## src/rtl/inst_seq_ctrl_pkg.sv

```systemverilog
// Shared constants for the instruction sequencer: FSM state encoding,
// default reset PC and the nop instruction loaded into inst on reset.
package inst_seq_ctrl_pkg;

   localparam int unsigned STATE_W = 3;

   localparam logic [STATE_W-1:0] S_FETCH  = 3'd0;
   localparam logic [STATE_W-1:0] S_DECODE = 3'd1;
   localparam logic [STATE_W-1:0] S_EXEC   = 3'd2;
   localparam logic [STATE_W-1:0] S_WB     = 3'd3;
   localparam logic [STATE_W-1:0] S_HALT   = 3'd4;

   localparam logic [31:0] RESET_PC_DEFAULT = 32'h8000_0000;
   localparam logic [31:0] NOP_INST         = 32'h0000_0013;

endpackage

```

## src/rtl/inst_seq_ctrl_perf_cnt.sv

```systemverilog
// Free-running 64-bit cycle and retired-instruction counters; both wrap silently.
module perf_cnt #(
   parameter int unsigned CNT_W = 64
) (
   input  logic             clk,
   input  logic             rst_n,
   input  logic             count_cycle,
   input  logic             count_inst,
   output logic [CNT_W-1:0] cycle_cnt,
   output logic [CNT_W-1:0] inst_cnt
);

   always_ff @(posedge clk or negedge rst_n) begin
      if (!rst_n) begin
         cycle_cnt <= '0;
         inst_cnt  <= '0;
      end else begin
         if (count_cycle) cycle_cnt <= cycle_cnt + CNT_W'(1);
         if (count_inst)  inst_cnt  <= inst_cnt + CNT_W'(1);
      end
   end

endmodule

```

## src/rtl/inst_seq_ctrl.sv

```systemverilog
// Multi-cycle fetch/decode/execute/writeback sequencer for a single-issue core.
// Optional macro NPC_PERF_CNT_EN adds 64-bit cycle_cnt / inst_cnt outputs.
module inst_seq_ctrl
   import inst_seq_ctrl_pkg::*;
#(
   parameter int unsigned          DATA_LEN = 32,
   parameter logic [DATA_LEN-1:0] RESET_PC = RESET_PC_DEFAULT
) (
   input  logic                clk,
   input  logic                rst_n,
   output logic                if_req,
   output logic [DATA_LEN-1:0] if_addr,
   input  logic                if_rvalid,
   input  logic [31:0]         if_rdata,
   output logic [31:0]         inst,
   output logic [DATA_LEN-1:0] pc,
   input  logic                dec_ebreak,
   input  logic                dec_jump,
   input  logic [DATA_LEN-1:0] jump_target,
   output logic                exu_start,
   input  logic                exu_done,
   output logic                rf_wen,
   output logic                retire,
`ifdef NPC_PERF_CNT_EN
   output logic [63:0]         cycle_cnt,
   output logic [63:0]         inst_cnt,
`endif
   output logic                halt
);

   logic [STATE_W-1:0] state;
   logic [STATE_W-1:0] state_nxt;
   logic               halt_retired;

   always_comb begin
      state_nxt = state;
      case (state)
         S_FETCH:  if (if_rvalid) state_nxt = S_DECODE;
         S_DECODE: state_nxt = dec_ebreak ? S_HALT : S_EXEC;
         S_EXEC:   if (exu_done) state_nxt = S_WB;
         S_WB:     state_nxt = S_FETCH;
         S_HALT:   state_nxt = S_HALT;
         default:  state_nxt = S_FETCH;
      endcase
   end

   always_ff @(posedge clk or negedge rst_n) begin
      if (!rst_n) begin
         state        <= S_FETCH;
         pc           <= RESET_PC;
         inst         <= NOP_INST;
         halt_retired <= 1'b0;
      end else begin
         state <= state_nxt;
         if (state == S_FETCH && if_rvalid) inst <= if_rdata;
         if (state == S_WB) pc <= dec_jump ? jump_target : pc + DATA_LEN'(4);
         if (state == S_HALT) halt_retired <= 1'b1;
      end
   end

   // Gated by rst_n so the request stays low while reset is held.
   assign if_req    = rst_n && (state == S_FETCH);
   assign if_addr   = pc;
   assign exu_start = (state == S_DECODE) && !dec_ebreak;
   assign rf_wen    = (state == S_WB);
   // The ebreak commits on the first HALT cycle only.
   assign retire    = (state == S_WB) || ((state == S_HALT) && !halt_retired);
   assign halt      = (state == S_HALT);

`ifdef NPC_PERF_CNT_EN
   perf_cnt #(
      .CNT_W (64)
   ) u_perf_cnt (
      .clk         (clk),
      .rst_n       (rst_n),
      .count_cycle (state != S_HALT),
      .count_inst  (retire),
      .cycle_cnt   (cycle_cnt),
      .inst_cnt    (inst_cnt)
   );
`endif

endmodule

```

## config.mk

```make
export PLATFORM = sky130hd
export DESIGN_NAME = inst_seq_ctrl
export DESIGN_NICKNAME = d
export VERILOG_FILES = /design/src/rtl/inst_seq_ctrl_pkg.sv /design/src/rtl/inst_seq_ctrl_perf_cnt.sv /design/src/rtl/inst_seq_ctrl.sv
export SDC_FILE = /design/constraint.sdc
export NUM_CORES = 1
export LEC_CHECK = 0
export ABC_AREA = 1
export CAP_MARGIN = 10
export CORE_AREA = 2 2 110 112
export CTS_CLUSTER_DIAMETER = 50
export CTS_CLUSTER_SIZE = 20
export DETAILED_ROUTE_END_ITERATION = 7
export DIE_AREA = 0 0 112 114
export DONT_BUFFER_PORTS = 1
export SYNTH_ARGS = -nofsm -noshare
export SYNTH_HDL_FRONTEND = slang
export SYNTH_SLANG_ARGS = --single-unit
```

## constraint.sdc

```tcl
create_clock -name clk -period 1.55 [get_ports clk]
set_input_delay 0.2325 -clock clk [delete_from_list [all_inputs] [get_ports clk]]
set_output_delay 0.2325 -clock clk [all_outputs]
set_load 0.005 [all_outputs]
```

# Word level (Yosys, flattened, before mapping)
# Index checks and enable logic that the tools add are counted.
# op_classes
n_addsub	1
mul	0
div	0
n_lt_le_gt_ge	0
n_eq_ne	6
shifts	0
muxes	5
n_bitwise	0
reduce_logical	9
# ops
op	n
adder 32 x 3 -> 32 bit, second input constant	1
two-way mux 32 bit	1
one-hot mux 3 bit (4 select lines)	1
two-way mux 3 bit	3
== test 3 x 2 -> 1 bit, second input constant	2
logical AND 1 bit	4
inequality test 2 bit, second input constant	2
== test 3 x 1 -> 1 bit, second input constant	1
== test 3 bit, second input constant	1
zero test 3 bit	1
zero test 1 bit	2
AND reduction 2 bit	1
logical OR 1 bit	1
# totals
register_bits	68
latchBits	0
ram_bits	0
romBits	0
inputBits	70
output_inout_bits	101
memories	0

# Depth between registers and ports, before layout
# depth
depth_word	3
depth_mapped	10
depth_no_buf	10

# Least setup slack after synthesis
# Ideal clock, no wire load.
# synth_timing
path_kind	register -> register
from	reg pc[2] (netlist: if_addr[2])
to	reg pc[22] (netlist: if_addr[22])
setup_time_ns	0.116
arrival_ns	1.353
required_time_ns	1.434
path_slack_ns	0.080
path_stages_with_launch	11
n_path_buf	0
period_less_slack_ns	1.470
path_cell_list	dfrtp_1 ha_1 nand2_2 nor2_4 nand2_4 nor2_4 nand2_1 nand2_1 nand3_1 nand2_1 nand2_1
# synth_between
elab_chain_len	2
# synth_rtl
item	line_no	text
start: declaration	inst_seq_ctrl.sv:16	output logic [DATA_LEN-1:0] pc,
start signal: assignment	inst_seq_ctrl.sv:56	if (state == S_WB) pc <= dec_jump ? jump_target : pc + DATA_LEN'(4);
adder 32 x 3 -> 32 bit	inst_seq_ctrl.sv:56	
two-way mux 32 bit	inst_seq_ctrl.sv:56	
# Every way passes these cells.
# A chain may end at the register's enable or synchronous reset.

# Worst setup path after layout
# layout_timing
from	reg state[1]
to	out retire
# layout_between
elab_chain_len	3
word_cells_on_any_way	4
# layout_rtl
item	line_no	text
start: declaration	inst_seq_ctrl.sv:31	logic [STATE_W-1:0] state;
start signal: assignment	inst_seq_ctrl.sv:54	state <= state_nxt;
== test 3 bit	inst_seq_ctrl.sv:67	assign retire = (state == S_WB) || ((state == S_HALT) && !halt_retired);
logical AND 1 bit	inst_seq_ctrl.sv:67	
logical OR 1 bit (*)	inst_seq_ctrl.sv:67	
end: declaration	inst_seq_ctrl.sv:23	output logic retire,
# Every way passes the cells marked *; elsewhere a longest branch is shown, timed or not.

==> flow_metrics.tcl <==
set metrics [dict create \
    status "complete, but fails checks" \
    violations "negative hold slack" \
    switching_power_mw 3.88 \
    ant_nets 0 \
    grt_start_max_net_pins 70 \
    p_int_mw 5.89 \
    p_comb_share_pct 41.8 \
    firstDrtPassIters 4 \
    path_class "flop to output pin" \
    hold_viol 68 \
    reg2reg_slack_ns 0.06 \
    grt_pass1_wl_um 18000 \
    pwr-share-seq_pct 37.5 \
    ys_warn_count 0 \
    viasPerCell 5.06 \
    grt_pass1_vias 3576 \
    syn_area_per_cell_um2 8.09 \
    clk_path_buf_depth 2 \
    max_cap_violations 0 \
    netSwitchingFraction_pct 39.7 \
    critPathArrivalTime_ns 1.28 \
    area_delta_synth_final_pct 19.1 \
    cts_tree "yes" \
    row_count 40 \
    reg2reg_to "if_addr[12]" \
    critPathMaxFanout 24 \
    yosys.area.top_type "dfrtp_1" \
    syn_inst 489 \
    initial_utilization_pct 33.8 \
    fin_crit_sh_pct 97.6 \
    synth.area.top_cells "dfrtp_1, nand2_1, mux2_2, buf_4, nand3_1" \
    clk_latency_ns 0.34 \
    seq_area_frac_synth_pct 43.2 \
    start_kind "flop" \
    seq_area_um2 1720 \
    cts-root-buf "clkbuf_16" \
    port_buffers 0 \
    dieArea_um2 12800 \
    place_worst_setup_slack_ns -0.0423 \
    cts_sinks 68 \
    async_reset_ff_share_pct 100 \
    fmax_mhz 661 \
    wire_per_inst_um 16.8 \
    irDropWorstVdd_mv 1.12 \
    period_needed_ns 1.51 \
    worstRegToRegCells 9 \
    drive_above_1_share_pct 31.2 \
    synth_fp_nets 560 \
    clk_pin_slew_ns 0.05 \
    post-route-drc-count 0 \
    core_um2 11700 \
    setup_viol 0 \
    post-route-util_pct 40.2 \
    leakage_nw 2.16 \
    hold_buffers 3 \
    fin_total_pwr_mw 9.77 \
    synth_cell_types 34 \
    antenna_found_initial 1 \
    final_nets 587 \
    layout_commonest_cell "nand2_1" \
    final_max_slew_viol_count 0 \
    clock_skew_ns 0.00610 \
    crit_start "state[1]" \
    vias 3380 \
    synth_top_area_share_pct 40.5 \
    fill_cells 1182 \
    ys_seq_elements 68 \
    drtIter0Drc 186 \
    max-slew-margin-rel_pct 79.6 \
    grt_use_total_pct 18.0 \
    whs_ns -0.413 \
    yosys_most_used_dff "dfrtp_1" \
    fin_ws_ns 0.0369 \
    reg2reg_from "state[1]" \
    die_w_um 112 \
    dpl.hpwl_um 8330 \
    die_h_um 114 \
    gr-total-overflow 0 \
    h-tree-depth 3 \
    hold_class "input pin to asynchronous set/reset pin" \
    gp_congestion 0.905 \
    synth_edf_count 0 \
    wirelength_um 11200 \
    crit_required_ns 1.32 \
    layout_common_cells "nand2_1, dfrtp_1, buf_4, nor2_1, nand3_1" \
    io_pins 171 \
    multi_input_area_um2 1900 \
    worst_pin_slew_ns 0.306 \
    setup_tns_ns 0 \
    power_density_nw_per_um2 2070 \
    rsz0062_at_grt "yes" \
    netlist_area_um2 3950 \
    numCtsBuffers 9 \
    p_clk_share_pct 20.7 \
    cp-end-kind "output pin" \
]
synth_stat cells, types with 4 or more instances:
library cell  count
nand3_1          34
dfrtp_1          64
mux2_2           30
nand2_1         155
dfstp_2           4
o22ai_1           6
nor3_1           10
buf_4            39
inv_1            33
nor2_4            7
nor2_2            7
a21oi_1           4
nand2_2           6
nor2_1           44
o21ai_0          10
buf_2             4
metrics by stage:
stage	hold slack [ns]	area (um^2)	cells
final	-0.413	4710	668
after global routing	-0.431	4710	667
after CTS	-0.429	4500	655
after detailed placement	-0.0613	4160	635
after global placement	-0.0613	4160	635
after floorplan	-0.0631	3950	489
worst max path at each step:
stage / to / slack, ns / depth (start not counted)
4_1_cts: retire / 0.01 / 3
6_report: retire / 0.04 / 4
2_1_floorplan: if_addr[22] / 0.08 / 10
3_5_place_dp: if_addr[31] / -0.04 / 9
5_1_grt: if_addr[22] / -0.11 / 10
3_3_place_gp: if_addr[31] / -0.004 / 9
power groups by stage:
stage / sequential [mW] / clock, mW / combinational (mW)
global placement: 3.62 / 0 / 3.63
global route: 3.79 / 2.13 / 4.59
finish: 3.66 / 2.02 / 4.08
CTS: 3.61 / 2.07 / 3.79
detailed placement: 3.60 / 0 / 3.75
floorplan: 3.58 / 0 / 2.82
critical path, stage by stage, from the launching register on:
cell and delay, ns:
dfrtp_1 0.42, nand2_2 0.08, nor2_4 0.18, inv_4 0.15, o21ai_2 0.11
layer usage:
metal | global-route usage (%) | vias to the layer above | part of all wire (%)
met5 | 0 | - | 0
met4 | 9.59 | 0 | 2.5
met3 | 6.59 | 21 | 11
met2 | 30.6 | 181 | 48
met1 | 19.9 | 1574 | 38
li1 | - | 1604 | -
flip-flops by register name, indices dropped and copies added, names as in the netlist:
name and flops:
if_addr 32, halt_retired 1, inst 32, state 3
kinds of logic after synthesis:
group                      after synthesis  share of synthesized area, %
buffers and inverters                   81                          11.5
AOI/OAI and AO/OA                       34                          5.25
and+or+nand+nor                        273                          30.6
adders and majority gates                1                         0.316
muxes                                   32                          9.11
DFF                                     68                          43.2
final cells by class:
type                       instances  share of cell area, %
inverter                          37                   3.06
timing repair buffer              60                   10.1
sequential                        68                   36.5
clock inverter                     6                   1.41
tap                              147                   3.91
multi-input combinational        340                   40.3
clock buffer                       9                   4.78
antenna                            1                 0.0531
timing repair:
| action | 4_1_cts | 5_1_grt |
|---|---|---|
| setup buffers | 2 | 12 |
| gates resized for setup | 5 | 36 |
| endpoints found under the hold margin | 71 | 68 |
| endpoints found under the setup margin | 3 | 20 |
| pin swaps | 1 | 16 |
Power figures use the tool's default switching activity.
